## src/rtl/rpn_op_engine.sv

```systemverilog
// RPN operator stage: pops TOS/NOS, writes NOS op TOS back, drops SP by one.
// Define RPN_MUL_EN to build the multiplier for opcode 101.
module rpn_op_engine #(
  parameter int DATA_W = 8,
  parameter int ADDR_W = 8
) (
  input  logic              CLOCK_50,
  input  logic              RESET_N,
  input  logic              op_valid,
  input  logic [2:0]        op_code,
  output logic              op_ready,
  output logic              busy,
  input  logic [ADDR_W-1:0] sp_in,
  output logic [ADDR_W-1:0] sp_out,
  output logic              sp_wr,
  output logic [ADDR_W-1:0] mem_addr,
  output logic              mem_wr,
  output logic [DATA_W-1:0] mem_wdata,
  input  logic [DATA_W-1:0] mem_rdata,
  output logic [DATA_W-1:0] result,
  output logic              result_valid,
  output logic              carry,
  output logic              err,
  output logic [1:0]        err_code
);

  typedef enum logic [2:0] {
    IDLE, RD_TOS, RD_NOS, CAP_NOS,
    EXEC, WRITE, UPD_SP, ERR
  } state_t;

  state_t            state;
  logic [2:0]        op_q;
  logic [ADDR_W-1:0] sp_q;
  logic [DATA_W-1:0] tos;
  logic [DATA_W-1:0] nos;
  logic              bad_op;
  logic [DATA_W-1:0] alu_res;
  logic              alu_c;
  logic [DATA_W:0]   sum;
  logic [DATA_W:0]   dif;

`ifdef RPN_MUL_EN
  logic [2*DATA_W-1:0] prod;
  assign prod = {{DATA_W{1'b0}}, nos}
              * {{DATA_W{1'b0}}, tos};
  assign bad_op = op_code[2] & op_code[1];
`else
  assign bad_op = op_code[2]
                & (op_code[1] | op_code[0]);
`endif

  assign sum = {1'b0, nos} + {1'b0, tos};
  assign dif = {1'b0, nos} - {1'b0, tos};

  always_comb begin
    alu_res = '0;
    alu_c   = 1'b0;
    case (op_q)
      3'b000: {alu_c, alu_res} = sum;
      3'b001: {alu_c, alu_res} = dif;
      3'b010: alu_res = nos & tos;
      3'b011: alu_res = nos | tos;
      3'b100: alu_res = nos ^ tos;
`ifdef RPN_MUL_EN
      3'b101: begin
        alu_res = prod[DATA_W-1:0];
        alu_c   = |prod[2*DATA_W-1:DATA_W];
      end
`endif
      default: ;
    endcase
  end

  always_ff @(posedge CLOCK_50 or negedge RESET_N) begin
    if (!RESET_N) begin
      state        <= IDLE;
      op_q         <= '0;
      sp_q         <= '0;
      tos          <= '0;
      nos          <= '0;
      op_ready     <= 1'b1;
      busy         <= 1'b0;
      sp_out       <= '0;
      sp_wr        <= 1'b0;
      mem_addr     <= '0;
      mem_wr       <= 1'b0;
      mem_wdata    <= '0;
      result       <= '0;
      result_valid <= 1'b0;
      carry        <= 1'b0;
      err          <= 1'b0;
      err_code     <= 2'b00;
    end else begin
      // strobes and address/SP buses default low every cycle
      sp_out       <= '0;
      sp_wr        <= 1'b0;
      mem_addr     <= '0;
      mem_wr       <= 1'b0;
      mem_wdata    <= '0;
      result_valid <= 1'b0;
      unique case (state)
        IDLE: begin
          if (op_valid) begin
            op_q     <= op_code;
            sp_q     <= sp_in;
            err      <= 1'b0;
            op_ready <= 1'b0;
            busy     <= 1'b1;
            if (sp_in < ADDR_W'(2)) begin
              err_code <= 2'b01;
              state    <= ERR;
            end else if (bad_op) begin
              err_code <= 2'b10;
              state    <= ERR;
            end else begin
              err_code <= 2'b00;
              mem_addr <= sp_in - ADDR_W'(1);
              state    <= RD_TOS;
            end
          end
        end
        ERR: begin
          err      <= 1'b1;
          op_ready <= 1'b1;
          busy     <= 1'b0;
          state    <= IDLE;
        end
        RD_TOS: begin
          mem_addr <= sp_q - ADDR_W'(2);
          state    <= RD_NOS;
        end
        RD_NOS: begin
          tos   <= mem_rdata;
          state <= CAP_NOS;
        end
        CAP_NOS: begin
          nos   <= mem_rdata;
          state <= EXEC;
        end
        EXEC: begin
          result    <= alu_res;
          carry     <= alu_c;
          mem_addr  <= sp_q - ADDR_W'(2);
          mem_wdata <= alu_res;
          mem_wr    <= 1'b1;
          state     <= WRITE;
        end
        WRITE: begin
          sp_out       <= sp_q - ADDR_W'(1);
          sp_wr        <= 1'b1;
          result_valid <= 1'b1;
          state        <= UPD_SP;
        end
        UPD_SP: begin
          op_ready <= 1'b1;
          busy     <= 1'b0;
          state    <= IDLE;
        end
        default: state <= IDLE;
      endcase
    end
  end

endmodule

```

## config.mk

```make
export PLATFORM = sky130hd
export DESIGN_NAME = rpn_op_engine
export DESIGN_NICKNAME = d
export VERILOG_FILES = /design/src/rtl/rpn_op_engine.sv
export SDC_FILE = /design/constraint.sdc
export NUM_CORES = 1
export LEC_CHECK = 0
export ABC_AREA = 1
export BUFFER_PORTS_ARGS = -buffer_cell sky130_fd_sc_hd__buf_2
export CAP_MARGIN = 25
export CORE_MARGIN = 1.5
export CORE_UTILIZATION = 57
export CTS_CLUSTER_DIAMETER = 60
export CTS_CLUSTER_SIZE = 30
export DETAILED_ROUTE_END_ITERATION = 10
export PLACE_DENSITY = 0.89
export SKIP_CTS_REPAIR_TIMING = 1
export SYNTH_ARGS = -nofsm -noshare
export SYNTH_HDL_FRONTEND = slang
export SYNTH_SLANG_ARGS = --single-unit
export TNS_END_PERCENT = 1
```

## constraint.sdc

```tcl
create_clock -name CLOCK_50 -period 2.1 [get_ports CLOCK_50]
set_input_delay 0.63 -clock CLOCK_50 [delete_from_list [all_inputs] [get_ports CLOCK_50]]
set_output_delay 0.63 -clock CLOCK_50 [all_outputs]
set_load 0.005 [all_outputs]
```

After elaboration in Yosys (flattened, before gate mapping)
Cells that the tools add are included.

Add/sub/neg operators: 5. Bitwise operators: 5. Reduce and logical (&&, ||, !) cells: 9. $lt $le $gt $ge: 1. Equality and inequality tests: 12. Muxes and demuxes: 21.

Operator list (count): 8-bit two-way mux (5); 8-bit one-hot mux with 5 select lines (1); 3-bit one-hot mux with 7 select lines (1); 8-bit one-hot mux with 2 select lines (1); 8-bit by 1-bit subtractor with 8-bit output (second input constant) (2); 3-bit == test (second input constant) (5); 3-bit by 2-bit == test with 1-bit output (second input constant) (4); 8-bit by 8-bit adder with 9-bit output (1); 3-bit two-way mux (3); 8-bit by 8-bit subtractor with 9-bit output (1); 8-bit bitwise AND (1); 8-bit by 2-bit < comparator with 1-bit output (second input constant) (1); 8-bit OR (1); 1-bit one-hot mux with 2 select lines (4); 8-bit by 2-bit subtractor with 8-bit output (second input constant) (1); 8-bit XOR (1); 3-bit by 1-bit == test with 1-bit output (second input constant) (2); 3-bit logical NOT (2); 2-bit AND reduction (3); 1-bit two-way mux (4); 2-bit two-way mux (2); 2-bit nonzero test (2); 2-bit OR reduction (2); 2-bit inequality test (second input constant) (1); 2 further kinds (2).

Output and inout port bits: 41. Register bits: 70.

Longest topological paths before layout
Gate-level depths: netlist of run 1.

Word-level depth: 6. Mapped depth: 13. Gate-level depth less buffers: 12.

Least setup slack after synthesis of run 1
Ideal clock, no wire load.

Path kind: reg2reg. From: register tos[0]. To: register result[6]. Path buffers: 0. Period minus slack after synthesis: 1645 ps. Library setup time: 118 ps. Stages on the path, launching flop included: 11. Arrival: 1528 ps. Setup slack: 455 ps. Cell sequence: dfrtp_1 ha_1 fa_1 inv_1 nand4_1 nand3_1 nand2_1 nand3_1 nand3_1 nand2_1 nand2_1.

Longest elaborated chain between the ends: 2.

Ends and longest elaborated chain: from (decl) (line 35) `logic [DATA_W-1:0] tos;`; from (signal assigned) (line 134) `tos <= mem_rdata;`; 8-bit by 8-bit subtractor with 9-bit output or 8-bit by 8-bit adder with 9-bit output (tied branches) (line 54, 53); 8-bit one-hot mux with 5 select lines (*) (line 59) `case (op_q)`; to (signal assigned) (line 142) `result <= alu_res;`; to (decl) (line 20) `output logic [DATA_W-1:0] result,`.

Every way passes the cells marked *; elsewhere a longest branch is shown, timed or not. A chain may end at the register's enable or synchronous reset.

Final worst setup path of run 1
From: register nos[0]. To: register result[4].

Longest elaborated chain between the ends: 2.

Ends and longest elaborated chain: from (decl) (line 36) `logic [DATA_W-1:0] nos;`; from (signal assigned) (line 138) `nos <= mem_rdata;`; 8-bit by 8-bit subtractor with 9-bit output or 8-bit by 8-bit adder with 9-bit output (tied branches) (line 54, 53); 8-bit one-hot mux with 5 select lines (*) (line 59).

Marked as above.

==> results of run 1 <==
-- path summary, 6_finish.rpt --
kind | slack [ns] | to | start | cells after the start
max in group asynchronous | 1.49 | op_ready | RESET_N | 2
worst max-delay path | 0.20 | result[4] | nos[0] | 11
worst max register to register | 0.20 | result[4] | nos[0] | 11
worst min register to register | 0.46 | op_ready | op_ready | 2
worst min-delay path | 0.26 | nos[6] | RESET_N | 2
min in group CLOCK_50 | 0.46 | op_ready | op_ready | 2
-- stage by stage --
stage          cell area (µm²)  std cells  hold WS (ns)  power, mW  utilization
2_1_floorplan             4010        496         0.334       5.29            -
3_3_place_gp              4380        645         0.451       6.19        0.645
3_5_place_dp              4380        645         0.453       6.31        0.645
4_1_cts                   4600        661         0.305       7.53        0.677
5_1_grt                   4600        661         0.329       8.29        0.677
6_report                  4600        661         0.264       7.55        0.677
-- cell usage in the layout (no fill, tap or decap), types with 2 or more instances in the layout --
cell type / instances
sky130_fd_sc_hd__nor3_1: 5
sky130_fd_sc_hd__o211ai_1: 3
sky130_fd_sc_hd__nand3_1: 31
sky130_fd_sc_hd__clkbuf_8: 9
sky130_fd_sc_hd__a31oi_1: 2
sky130_fd_sc_hd__inv_1: 77
sky130_fd_sc_hd__buf_2: 62
sky130_fd_sc_hd__dfrtp_1: 69
sky130_fd_sc_hd__nand4_1: 8
sky130_fd_sc_hd__nor2_2: 3
sky130_fd_sc_hd__ha_1: 28
sky130_fd_sc_hd__xor2_1: 6
sky130_fd_sc_hd__nor2_1: 43
sky130_fd_sc_hd__clkinv_2: 2
sky130_fd_sc_hd__nand2_1: 111
sky130_fd_sc_hd__bufinv_16: 2
sky130_fd_sc_hd__inv_2: 4
sky130_fd_sc_hd__o21ai_1: 6
sky130_fd_sc_hd__o21ai_0: 29
sky130_fd_sc_hd__a21oi_2: 2
sky130_fd_sc_hd__nand3b_1: 2
sky130_fd_sc_hd__a21oi_1: 26
sky130_fd_sc_hd__o22ai_1: 10
-- state kept, by name, summed over array words and instances, names as in the netlist, 2 cells and up --
name       cells
err_code       2
mem_addr       8
mem_wdata      8
nos            8
op_q           3
result         8
sp_out         8
sp_q           8
state          3
tos            8
-- metal layers --
metal	part of all wire	wire length [µm]	GRT usage
met4	0.022	190	0.0865
met1	0.47	3960	0.332
met5	0	0	0
met2	0.45	3830	0.377
met3	0.056	473	0.0521
-- logic make-up (layout without fill, tap and decap cells) --
family,after synthesis,count (layout)
fa+ha+maj,30,30
compound gates,82,82
buf+inv,94,163
flops,70,70
xor+xnor,7,7
simple gates,213,213
-- power groups by stage --
stage / logic [mW] / registers [mW] / clock network [mW]
after global placement: 3.92 / 2.27 / 0
after global routing: 4.69 / 2.36 / 1.25
after floorplan: 3.02 / 2.27 / 0
after detailed placement: 4.00 / 2.30 / 0
final: 4.09 / 2.28 / 1.18
after CTS: 4.05 / 2.28 / 1.20
-- layout make-up --
class	count	area, µm²
Clock buffer	10	128
Clock inverter	6	86.3
Fill cell	525	2190
Inverter	83	319
Multi-Input combinational cell	332	1860
Sequential cell	70	1750
Tap cell	96	120
Timing Repair Buffer	64	338
==> results list, run 1 <==
- Power density over the cells: 1640 nW/µm²
* Outcome: finished, final reports clean
* Final Hold Violating Endpoints: 0
- Setup violations remaining at the end of the flow were counted as 0.
- In this run the count of I/O pins placed on the die edge is 63.
* Mean instance size in the synthesized netlist: 8.09 µm²
- Die area: 7550 µm²
* Number of buffers created by CTS: 9
- Summed over all cells, the static leakage comes to 2.57 nW.
* Switch Pwr: 3.51 mW
- The die is 86.9 µm tall.
- Setup total negative slack on the finished layout was measured at 0 ns.
- Entering global routing, the biggest net connects 71 pins.
* Net count reported at finish: 612
* Number of port buffers: 62
* Number of standard cells after synthesis: 496
* Clock root buffer master: sky130_fd_sc_hd__clkbuf_8
- The floorplan step set the die width to 86.9 µm.
- Combinational family with the most area after synthesis: simple AND/OR/NAND/NOR gates
* Max incr delay on CP: 0.38 ns
* Synthesized-area fraction occupied by and/or/nand/nor cells: 0.236
* Count of unresolved DRC violations after routing: 0
- Of all nets on the critical path, the largest fanout is 3.
- Of the total power, the clock network draws 0.156.
- The clock passes through at most 2 buffers.
- Fraction of synthesized area in multiplexers: 0
- Type of the worst min-delay path: in -> async
- Counting flops with an async set or reset pin after synthesis yields a share of 1.00.
- Maxcap violations: 0
* Area fraction in compound gates after synthesis: 0.113
* Gate power share: 0.542
- Headroom to the max-slew limit came out at 0.636.
- Effective utilization at floorplan: 0.590
- Net Count, Synth: 548
* Clock tree from TritonCTS: done
- Grouping stages by cell kind, the critical path spends the most delay in adder cells.
* Adder and majority cell fraction of the synthesized area: 0.0973
* Max-slew violation count: 0
- Counting both buffers and inverters, the worst setup path holds a total of 2.
- Setup slack closes at 0.199 ns.
* Switching share of power: 0.465
- Shortest clock period the worst path allows after layout: 1.90 ns
- Synthesis inferred 70 register bits.
- Power share of the sequential group: 0.303
- Latest clock arrival within the worst-skew pair: 0.35 ns
- By area the synthesized netlist is led by sky130_fd_sc_hd__dfrtp_1 (43%), sky130_fd_sc_hd__nand2_1 (10%), sky130_fd_sc_hd__ha_1 (8.7%).
- Counting distinct cell types in the post-synthesis netlist gives 41.
- The share of synthesized area in the top cell type comes to 0.430.
* Critical path class: reg -> reg
- The first global-routing pass estimated 14,400 µm of wire.
* Crit share post-route: 0.905
- Category of the worst setup path capture point: flip-flop
- Before CTS, the worst setup slack after placement is 0.233 ns.
- List of cells traversed by the critical path: inv_1, ha_1, fa_2, inv_1, nand3_1, nand2_1, a21oi_1, o21ai_0, nand3_1, nand2_1, nand2_1
* N_diodes: 0
- Number of flops mapped to enable cells by yosys: 0
- Dividing the detail-routed wire length by the instance count gives 12.8 µm.
- Worst Clk Skew: 0.00964 ns
- RSZ-0062 raised after global routing: false
- Initial antenna violation count: 0
- The Yosys step of the flow raised 0 warnings.
- The via count of the first global-routing pass is 3,233.
- Count of TritonRoute iterations in the first routing pass: 5
* Xor-xnor portion of the synthesized cell area: 0.0153
- H-tree depth: 3
- Derived from the worst setup path, the maximum achievable clock frequency is 526 MHz.
* Via density: 5.15
- Leading post-synthesis cells by instance count: sky130_fd_sc_hd__nand2_1 (111), sky130_fd_sc_hd__inv_1 (77), sky130_fd_sc_hd__dfrtp_1 (69)
- After clock tree synthesis, the clock-pin slew on the worst setup and hold paths is 0.07 ns.
- Internal cell power: 4.04 mW
- Number of sinks handled by clock tree synthesis: 70
- Compared with the post-synthesis result, the final layout area differs by 14.7%.
- The slowest stage of the critical path belongs to the cell sky130_fd_sc_hd__dfrtp_1.
* Post-detail-place hpwl: 6330 µm
* Ratio of cells with drive above 1 in the final layout: 0.177
* CP Data Required Time: 2.33 ns
- Library cell with the highest instance count after synthesis: sky130_fd_sc_hd__nand2_1
- After synthesis the cells add up to 4010 µm².
* Core footprint: 6790 µm²
- Dominant cell type by area after synthesis: sky130_fd_sc_hd__dfrtp_1
- Counting stages on the worst path, the most repeated cell is sky130_fd_sc_hd__nand2_1.
* Vias: 3,403
- Total number of placement rows: 30
- Final WL: 8450 µm
* Transition time at the pin with the least slew margin: 0.544 ns
- Total global-route track usage: 0.242
* Final ANT Viol Nets: 0
- At the end of routability-driven placement, the weighted congestion stood at 0.907.
* Global route overflow: 0
- Across the VDD grid, the largest voltage drop is 0.846 mV.
* Main synth FF type: sky130_fd_sc_hd__dfrtp_1
* Initial detailed-routing violation count: 216
- Critical path startpoint category: flip-flop
* Data arrival, critical path: 2.13 ns
* Sequential-to-total area share from yosys stat: 0.437
Note: power is estimated with default switching activity, not from simulation.
==> run 2: changes to the inputs <==
- REMOVE_ABC_BUFFERS: not set -> 1
- SLEW_MARGIN: not set -> 0
==> results list, run 2 (synthesis results as in run 1) <==
- The H-tree generated during clock tree synthesis spans 3 levels.
- Maximum root-to-sink buffer count: 2
- The count of nets left with antenna violations once routing finished came out at 0.
- The worst setup path is of the reg -> reg kind.
- Transition time at the pin with the least slew margin: 0.618 ns
- Post-Route Setup TNS: 0 ns
- Across the VDD grid, the largest voltage drop is 1.07 mV.
- Clock transition at the registers of the reported paths: 0.07 ns
- Clock skew on the completed layout was measured at 0.0117 ns.
- The worst hold path belongs to the class in -> async.
- Combined flip-flop and latch cell area: 1750 µm²
* Initial antenna violation count: 0
* Max-slew violation count: 0
* Fmax achieved: 523 MHz
* Crit path to: result[4]
* Cell mode on critical path: sky130_fd_sc_hd__nand2_1
* Source of the worst register-to-register timing path: nos[0]
* Crit share post-route: 0.911
- For this block, the routed nets add up to 8950 µm of wire.
- The flow ran to the end, and the final reports show no timing, DRC or antenna violations.
* Worst hold margin: 0.294 ns
- For this design the top-level I/O count stands at 63.
- On the critical path the largest part of the delay comes from adder cells.
- Worst reg-to-reg setup slack: 0.19 ns
* RD Place Congestion: 1.03
- The via count of the first global-routing pass is 3,308.
- Maxcap violations: 0
* Filler Cell Count: 562
- Setup repair after global routing left no endpoint under its margin.
* Most used cells in the layout excluding fill and tap cells: sky130_fd_sc_hd__nand2_1 (111), sky130_fd_sc_hd__inv_1 (77), sky130_fd_sc_hd__dfrtp_1 (69)
* Number of non-filler instances in the completed layout: 660
- The first global-routing pass estimated 15,100 µm of wire.
- Critical path startpoint category: flip-flop
- Number of sinks handled by clock tree synthesis: 70
* Net count reported at finish: 612
- Multi-input combinational cell area: 1850 µm²
* Final Hold Violating Endpoints: 0
- Leaving out fill and tap cells, the most frequent cell in the layout is sky130_fd_sc_hd__nand2_1.
- WP depth: 11
* Category of the worst setup path capture point: flip-flop
- Count of unresolved DRC violations after routing: 0
* Combined buffer and inverter count along the critical path: 2
- During placement, the flow inserted port buffers numbering 62.
- Via density: 5.27
* Post-detail-place hpwl: 6720 µm
- Ratio of cells with drive above 1 in the final layout: 0.176
* Max incr delay on CP: 0.42 ns
- Data on the critical path is required at its endpoint by 2.33 ns.
- Latest clock arrival within the worst-skew pair: 0.35 ns
- Number of cells traversed by the worst register-to-register path: 11
* Number of buffers created by CTS: 9
- Global route overflow: 0
- Initial detailed-routing violation count: 255
- The worst register-to-register path ends at result[4].
* Die Wd: 86.9 µm
- List of cells traversed by the critical path: inv_1, ha_1, fa_1, inv_1, nand3_1, nand2_1, a21oi_1, o21ai_0, nand3_1, nand2_1, nand2_1
* Overall die height: 86.9 µm
- The repair_antennas step left the layout with diodes totalling 0.
* Count of endpoints failing setup in the final report: 0
- In the global route stage, overall resource usage came out at 0.258.
- Shortest clock period the worst path allows after layout: 1.91 ns
* Average routed wire per standard cell: 13.6 µm
- Of all nets on the critical path, the largest fanout is 3.
- Tracing the worst setup path back leads to its startpoint at nos[0].
- Vias: 3,478
* Power, Total: 7.60 mW
- Clock root buffer master: sky130_fd_sc_hd__clkbuf_8
* Die area: 7550 µm²
- Effective utilization at floorplan: 0.590
- Core footprint: 6790 µm²
- TritonCTS built the clock tree.
- Data arrival, critical path: 2.14 ns
* Static leakage power: 2.57 nW
- Count of TritonRoute iterations in the first routing pass: 5
- End-of-flow core utilization: 0.676
* Largest net degree at the start of global routing: 71
- The largest individual stage delay along the critical path comes from the cell sky130_fd_sc_hd__fa_1.
* P&R area growth vs syn: 14.5%
- Total number of placement rows: 30
- Power density over the cells: 1650 nW/µm²
* Worst slew margin relative to its limit: 0.587
* Number of placed instances with taps included: 645
==> run 2: how the worst min path moves through the flow <==
stage | start | to | slack (ns)
3_5_place_dp | result[5] | result[5] | 0.46
3_3_place_gp | op_ready | op_ready | 0.45
2_1_floorplan | RESET_N | busy | 0.33
4_1_cts | RESET_N | sp_out[0] | 0.31
5_1_grt | RESET_N | tos[7] | 0.33
6_report | RESET_N | mem_wdata[7] | 0.29
==> run 2: per-stage QoR <==
step                instance area [µm²]  worst slack, ns
global route                       4590           0.0260
global placement                   4380            0.280
finish                             4590            0.186
CTS                                4590            0.210
detailed placement                 4380            0.252
floorplan                          3930            0.453
==> run 2: metal layers <==
metal	track usage	routed length [µm]	part of all wire
met1	0.348	3960	0.44
met2	0.407	4250	0.47
met3	0.0474	550	0.061
met4	0.113	187	0.021
met5	0	0	0
==> run 2: power by group <==
part / internal, mW / leakage, nW / switching, mW
sequential: 1.90 / 0.890 / 0.404
combinational: 1.48 / 1.57 / 2.65
clock: 0.661 / 0.109 / 0.504
total: 4.04 / 2.57 / 3.56
==> run 2: worst reg2reg max path, cell delays in order, from the launching register on <==
cell and delay [ns]:
sky130_fd_sc_hd__dfrtp_1 0.37, sky130_fd_sc_hd__inv_1 0.09, sky130_fd_sc_hd__ha_1 0.22, sky130_fd_sc_hd__fa_1 0.42, sky130_fd_sc_hd__inv_1 0.09, sky130_fd_sc_hd__nand3_1 0.08, sky130_fd_sc_hd__nand2_1 0.12, sky130_fd_sc_hd__a21oi_1 0.07
sky130_fd_sc_hd__o21ai_0 0.08, sky130_fd_sc_hd__nand3_1 0.12, sky130_fd_sc_hd__nand2_1 0.10, sky130_fd_sc_hd__nand2_1 0.05
==> run 2: final cells by class <==
class,instances,share of cell area
Multi-Input combinational cell,332,0.403
Inverter,83,0.0694
Tap cell,96,0.0261
Sequential cell,70,0.382
Clock inverter,6,0.0191
Clock buffer,9,0.0270
Timing Repair Buffer,64,0.0735
